==> src/rtl/mesh_audio_pkg.sv <==
// Shared widths, PCM type and node-to-PCM conversion for the mesh audio transmitter.
// Define MESH_AUDIO_SAT_EN to build the x2-gain saturating conversion instead of plain truncation.
package mesh_audio_pkg;

    localparam int unsigned FRAME_BITS = 32;
    localparam int unsigned WORD_BITS  = 16;
    localparam int unsigned PCM_W      = 16;
    localparam int unsigned NODE_W     = 18;
    localparam int unsigned BIT_CNT_W  = $clog2(FRAME_BITS);
    localparam int unsigned WORD_IDX_W = $clog2(WORD_BITS);
    localparam int unsigned UFLOW_W    = 8;

    typedef logic [PCM_W-1:0] pcm_t;

    // 2.16 node displacement to 16-bit PCM; the saturating variant keeps one more fraction bit.
    function automatic pcm_t node_to_pcm(input logic [NODE_W-1:0] s);
`ifdef MESH_AUDIO_SAT_EN
        pcm_t r;
        if (s[NODE_W-1] != s[NODE_W-2]) begin
            r = s[NODE_W-1] ? 16'h8000 : 16'h7FFF;
        end else begin
            r = s[NODE_W-2:1];
        end
        return r;
`else
        return s[NODE_W-1:2];
`endif
    endfunction

endpackage

==> src/rtl/mesh_audio_tx_sample_fifo.sv <==
// Synchronous sample FIFO with registered full/empty flags; pop on empty is ignored.
module sample_fifo #(
    parameter int unsigned DEPTH = 4,
    parameter int unsigned WIDTH = 16
) (
    input  logic             i_clk,
    input  logic             i_rst_n,
    input  logic             i_push,
    input  logic [WIDTH-1:0] i_wdata,
    input  logic             i_pop,
    output logic [WIDTH-1:0] o_rdata,
    output logic             o_full,
    output logic             o_empty
);

    localparam int unsigned PTR_W = (DEPTH > 1) ? $clog2(DEPTH) : 1;
    localparam int unsigned CNT_W = PTR_W + 1;

    logic [WIDTH-1:0] r_mem [DEPTH];
    logic [PTR_W-1:0] r_wr_ptr;
    logic [PTR_W-1:0] r_rd_ptr;
    logic [CNT_W-1:0] r_count;
    logic             r_full;
    logic             r_empty;

    logic             w_push_ok;
    logic             w_pop_ok;
    logic [CNT_W-1:0] w_count_nxt;

    // Push is gated by the pre-pop full flag, so a full FIFO never accepts.
    assign w_push_ok = i_push && !r_full;
    assign w_pop_ok  = i_pop && !r_empty;

    always_comb begin
        w_count_nxt = r_count;
        case ({w_push_ok, w_pop_ok})
            2'b10:   w_count_nxt = r_count + CNT_W'(1);
            2'b01:   w_count_nxt = r_count - CNT_W'(1);
            default: w_count_nxt = r_count;
        endcase
    end

    always_ff @(posedge i_clk or negedge i_rst_n) begin
        if (!i_rst_n) begin
            r_wr_ptr <= '0;
            r_rd_ptr <= '0;
            r_count  <= '0;
            r_full   <= 1'b0;
            r_empty  <= 1'b1;
        end else begin
            if (w_push_ok) begin
                r_wr_ptr <= r_wr_ptr + PTR_W'(1);
            end
            if (w_pop_ok) begin
                r_rd_ptr <= r_rd_ptr + PTR_W'(1);
            end
            r_count <= w_count_nxt;
            r_full  <= (w_count_nxt == CNT_W'(DEPTH));
            r_empty <= (w_count_nxt == '0);
        end
    end

    // Storage needs no reset: it is only read while the FIFO holds data.
    always_ff @(posedge i_clk) begin
        if (w_push_ok) begin
            r_mem[r_wr_ptr] <= i_wdata;
        end
    end

    assign o_rdata = r_mem[r_rd_ptr];
    assign o_full  = r_full;
    assign o_empty = r_empty;

endmodule

==> src/rtl/mesh_audio_tx.sv <==
// I2S transmitter for mesh node samples: FIFO, bclk/lrck generation, frame shifter, underflow count.
// Conversion gain/saturation selected at build time by MESH_AUDIO_SAT_EN (see mesh_audio_pkg).
module mesh_audio_tx
    import mesh_audio_pkg::*;
#(
    parameter int unsigned CLK_DIV    = 16,
    parameter int unsigned FIFO_DEPTH = 4
) (
    input  logic               clock,
    input  logic               reset,
    input  logic [NODE_W-1:0]  sample_in,
    input  logic               sample_valid,
    output logic               sample_ready,
    output logic               bclk,
    output logic               lrck,
    output logic               sdata,
    output logic [UFLOW_W-1:0] underflow_cnt
);

    localparam int unsigned DIV_W = (CLK_DIV > 1) ? $clog2(CLK_DIV) : 1;

    logic [DIV_W-1:0]      r_div;
    logic                  r_bclk;
    logic                  r_lrck;
    logic                  r_sdata;
    logic [BIT_CNT_W-1:0]  r_bit_cnt;
    pcm_t                  r_frame;
    logic [UFLOW_W-1:0]    r_uflow;

    logic                  w_div_wrap;
    logic                  w_bclk_fall;
    logic                  w_frame_start;
    logic [BIT_CNT_W-1:0]  w_bit_nxt;
    logic [WORD_IDX_W-1:0] w_bit_idx;
    logic                  w_full;
    logic                  w_empty;
    pcm_t                  w_pcm_in;
    pcm_t                  w_head;
    pcm_t                  w_frame_nxt;

    assign w_pcm_in = node_to_pcm(sample_in);

    sample_fifo #(
        .DEPTH (FIFO_DEPTH),
        .WIDTH (PCM_W)
    ) u_fifo (
        .i_clk   (clock),
        .i_rst_n (reset),
        .i_push  (sample_valid),
        .i_wdata (w_pcm_in),
        .i_pop   (w_frame_start),
        .o_rdata (w_head),
        .o_full  (w_full),
        .o_empty (w_empty)
    );

    assign w_div_wrap    = (r_div == DIV_W'(CLK_DIV - 1));
    assign w_bclk_fall   = w_div_wrap && r_bclk;
    assign w_bit_nxt     = r_bit_cnt + BIT_CNT_W'(1);
    assign w_frame_start = w_bclk_fall && (w_bit_nxt == '0);
    // MSB-first within each 16-bit word: index is 15 - (bit mod 16).
    assign w_bit_idx     = ~w_bit_nxt[WORD_IDX_W-1:0];
    // On an empty FIFO the previous frame is repeated.
    assign w_frame_nxt   = (w_frame_start && !w_empty) ? w_head : r_frame;

    always_ff @(posedge clock or negedge reset) begin
        if (!reset) begin
            r_div     <= '0;
            r_bclk    <= 1'b0;
            r_bit_cnt <= '1;
            r_lrck    <= 1'b0;
            r_sdata   <= 1'b0;
            r_frame   <= '0;
            r_uflow   <= '0;
        end else begin
            r_div <= w_div_wrap ? '0 : r_div + DIV_W'(1);
            if (w_div_wrap) begin
                r_bclk <= ~r_bclk;
            end
            // Serial outputs only move with the bclk falling edge.
            if (w_bclk_fall) begin
                r_bit_cnt <= w_bit_nxt;
                r_frame   <= w_frame_nxt;
                r_sdata   <= w_frame_nxt[w_bit_idx];
                if (w_bit_nxt == BIT_CNT_W'(WORD_BITS - 1)) begin
                    r_lrck <= 1'b1;
                end else if (w_bit_nxt == BIT_CNT_W'(FRAME_BITS - 1)) begin
                    r_lrck <= 1'b0;
                end
            end
            if (w_frame_start && w_empty && (r_uflow != '1)) begin
                r_uflow <= r_uflow + UFLOW_W'(1);
            end
        end
    end

    assign sample_ready  = !w_full;
    assign bclk          = r_bclk;
    assign lrck          = r_lrck;
    assign sdata         = r_sdata;
    assign underflow_cnt = r_uflow;

endmodule

==> config.mk <==
export PLATFORM = sky130hd
export DESIGN_NAME = mesh_audio_tx
export DESIGN_NICKNAME = d
export VERILOG_FILES = /design/src/rtl/mesh_audio_pkg.sv /design/src/rtl/mesh_audio_tx_sample_fifo.sv /design/src/rtl/mesh_audio_tx.sv
export SDC_FILE = /design/constraint.sdc
export NUM_CORES = 1
export LEC_CHECK = 0
export ABC_AREA = 1
export BUFFER_PORTS_ARGS = -buffer_cell sky130_fd_sc_hd__buf_2
export CAP_MARGIN = 5
export CORE_AREA = 4 4 96 98
export CTS_CLUSTER_SIZE = 40
export DETAILED_ROUTE_END_ITERATION = 8
export DIE_AREA = 0 0 100 102
export PLACE_DENSITY = 0.77
export RECOVER_POWER = 50
export SKIP_LAST_GASP = 1
export SLEW_MARGIN = 20
export SYNTH_ARGS = -nofsm -noshare
export SYNTH_HDL_FRONTEND = slang
export SYNTH_HIERARCHICAL = 1
export SYNTH_SLANG_ARGS = --single-unit
==> constraint.sdc <==
create_clock -name clock -period 3.5 [get_ports clock]
set_clock_uncertainty 0.05 [all_clocks]
set_input_delay 0.175 -clock clock [delete_from_list [all_inputs] [get_ports clock]]
set_output_delay 0.175 -clock clock [all_outputs]
set_load 0.01 [all_outputs]
==> results.txt <==
status = finished with violations
first-pass iteration count of the detailed router = 4
Final setup viols = 0
Top FF cell, synth = edfxtp_1
H-tree levels = 3
largest net degree at the start of global routing = 46
final worst slack = 0.304 ns
post-layout total power = 0.00270 W
Post-Route WL = 8790 um
GRT Util Overall = 18.5%
share of the clock period used by the worst path = 91.3%
GPL Wtd Cong = 0.782
DP HPWL = 5740 um
top cell type's share of synthesized area = 39.4%
asr flop ratio synth = 41.3%
post-route ant nets = 0
WP data required = 3.73 ns
final hold vios = 0
post-cts sizing count = 0
global route overflow = 0
Peak VDD IR = 0.382 mV
Synth area leader = edfxtp_1
Final Slew Violations = 46
leakage power = 2.28 nW
Initial Util = 57.6%
vias in the first global route = 3071
MaxCap Viol Count = 1
syn_nets = 475
dpl cells = 570
Die Wd = 100 um
Crit path arrival time = 3.42 ns
# DRC = 0
input/output buffers = 30
setup_tns = 0 ns
P per Cell Area = 497 nW/um^2
Layout Nets = 526
non-filler instance count after layout = 607
Post-Syn Area = 4870 sq um
die height = 102 um
min-delay src = sample_valid
wire per inst = 14.5 um
worst skew pair latency = 0.36 ns
Startpoint Class = flop
Yosys reg bits = 109
vias = 3244
CTS Buf Count = 9
DR vias/cell = 5.34
count leader, synth = edfxtp_1
io pins = 33
clk root buf = clkbuf_8
die area = 10200 sq um
Post-Place Setup Slack = 0.225 ns
min Tclk post-route = 3.20 ns
synth unique cells = 32
failing checks = capacitance limit, slew limit
Mapped Cells = 443
clock slew at reported path FFs = 0.11 ns
initial antenna violation count = 0
CP Capture Type = flop
Post-synth EDFFs = 64
core area = 8470 sq um
worst slew pin tran = 2.35 ns
Peak Freq = 0.313 GHz
Longest Clk Path Bufs = 2
Sequential cell area = 3060 sq um
area of the multi-input gates = 1460 sq um
RSZ-0062 raised after global routing = no
first-pass GRT wire length = 14900 um
Crit. Startpoint = r_bit_cnt[0]$_DFFE_PN1P_
post-synthesis sequential area ratio = 62.7%
crit-path max FO = 6
Ant. Diodes = 0
num rows = 34
Filler cells = 666
clk sinks = 109
number of DRC markers in iteration 0 = 156
Ys Warns = 6
CTS tree = yes
Area Overhead vs Synth = 11.5%
Min-Delay Path Class = in -> reg
Slew HR = -56.7%
syn avg cell area = 11.0 sq um
FF-to-FF Start = r_bit_cnt[0]$_DFFE_PN1P_
top cells by area, synth = edfxtp_1, dfrtp_1, inv_1, nand3_1, o21ai_0
share of post-route cells with drive strength above 1 = 12.2%
Setup CP Type = reg -> reg
commonest cells in the synthesized netlist = edfxtp_1, inv_1, nand2_1, nor2_1, nand3_1
-- logic make-up (layout without fill, tap and decap cells) --
| kind of cell | Yosys count | count (layout) | synth area share, % |
|---|---|---|---|
| and+or+nand+nor | 171 | 171 | 17.6 |
| DFF | 109 | 109 | 62.7 |
| buffers and inverters | 79 | 135 | 7.62 |
| AOI/OAI and AO/OA | 59 | 59 | 6.55 |
| xor gates and xnor gates | 13 | 13 | 2.34 |
| adders and majority gates | 11 | 11 | 2.98 |
| muxes | 1 | 1 | 0.231 |
-- repair_timing --
| item | CTS | global route |
|---|---|---|
| hold endpoints to repair | 103 | 0 |
| hold buffers | 17 | 0 |
| setup endpoints to repair | 0 | 2 |
| setup buffers | 0 | 4 |
-- power by group --
group          leakage [nW]  switching (W)  internal (W)
Combinational          1.01       0.000261     0.0000993
Clock                0.0965       0.000441      0.000280
Sequential             1.17      0.0000518       0.00157
-- per-stage QoR --
stage	instance area (sq um)	hold WS (ns)	util [%]
finish	5440	0.301	64.2
global route	5440	0.305	64.2
CTS	5430	0.284	64.2
detailed placement	5070	0.342	59.9
global placement	5070	0.333	59.9
floorplan	4870	-0.171	-
-- flip-flops by register name, summed over array words and instances (netlist names), 2 cells and up --
name,count
r_bit_cnt,5
r_div,4
r_frame,16
u_fifo/r_count,3
u_fifo/r_mem,64
u_fifo/r_rd_ptr,2
u_fifo/r_wr_ptr,2
underflow_cnt,8
-- critical path, stage by stage (launching register included) --
cell and delay [ns]:
dfstp_2 0.61, ha_1 0.22, nand3_1 0.09, nand2_1 0.06
nand2_1 0.16, nor4_4 0.36, inv_1 0.08, nor2_1 0.23
ha_1 0.23, inv_1 0.08, fa_1 0.51, nand2_1 0.05
o21ai_1 0.10, nand3_1 0.12, a21oi_1 0.17
-- final timing paths --
path                       slack, ns                        endpoint  cells after the start
max                             0.30         u_fifo/o_full$_DFF_PN0_                     14
min                             0.30  u_fifo/r_wr_ptr[0]$_DFFE_PN0P_                      3
max reg2reg                     0.30         u_fifo/o_full$_DFF_PN0_                     14
min reg2reg                     0.44               sdata$_DFFE_PN0P_                      2
max in group asynchronous       1.06         r_frame[15]$_DFFE_PN0P_                      2
min in group asynchronous       1.01              r_div[3]$_DFF_PN0_                      2
-- per-layer routing --
layer / track usage, % / vias to the layer above / part of all wire, %
li1: - / 1600 / -
met1: 24.2 / 1575 / 44
met2: 32.0 / 61 / 51
met3: 3.41 / 8 / 3.6
met4: 5.39 / 0 / 1.0
met5: 0 / - / 0
-- placed cells by master (no fill, tap or decap), types with 2 or more instances in the layout --
cell type / Yosys / layout
a21oi_1: 2 / 2
and2_1: 15 / 15
buf_2: 4 / 11
buf_4: 2 / 8
clkbuf_1: 1 / 20
clkbuf_8: 0 / 9
dfrtp_1: 39 / 39
dfstp_2: 6 / 6
dlygate4sd3_1: 0 / 17
edfxtp_1: 64 / 64
ha_1: 10 / 10
inv_1: 59 / 59
inv_2: 4 / 4
inv_6: 0 / 3
nand2_1: 42 / 43
nand3_1: 40 / 40
nand3_2: 2 / 2
nand4_1: 20 / 20
nor2_1: 42 / 38
nor2_2: 2 / 6
nor2_4: 3 / 3
o21ai_0: 33 / 33
o21ai_1: 7 / 7
o22ai_1: 16 / 16
xor2_1: 12 / 12
-- cell type report --
cell class	count	share of cell area (%)
repair buffers	55	6.56
inverters	64	4.47
multi-input cells	255	26.8
well taps	108	2.49
clock inverters	6	1.15
clock buffers	10	2.35
flip-flops and latches	109	56.2
(Power assumes the default switching activity.)
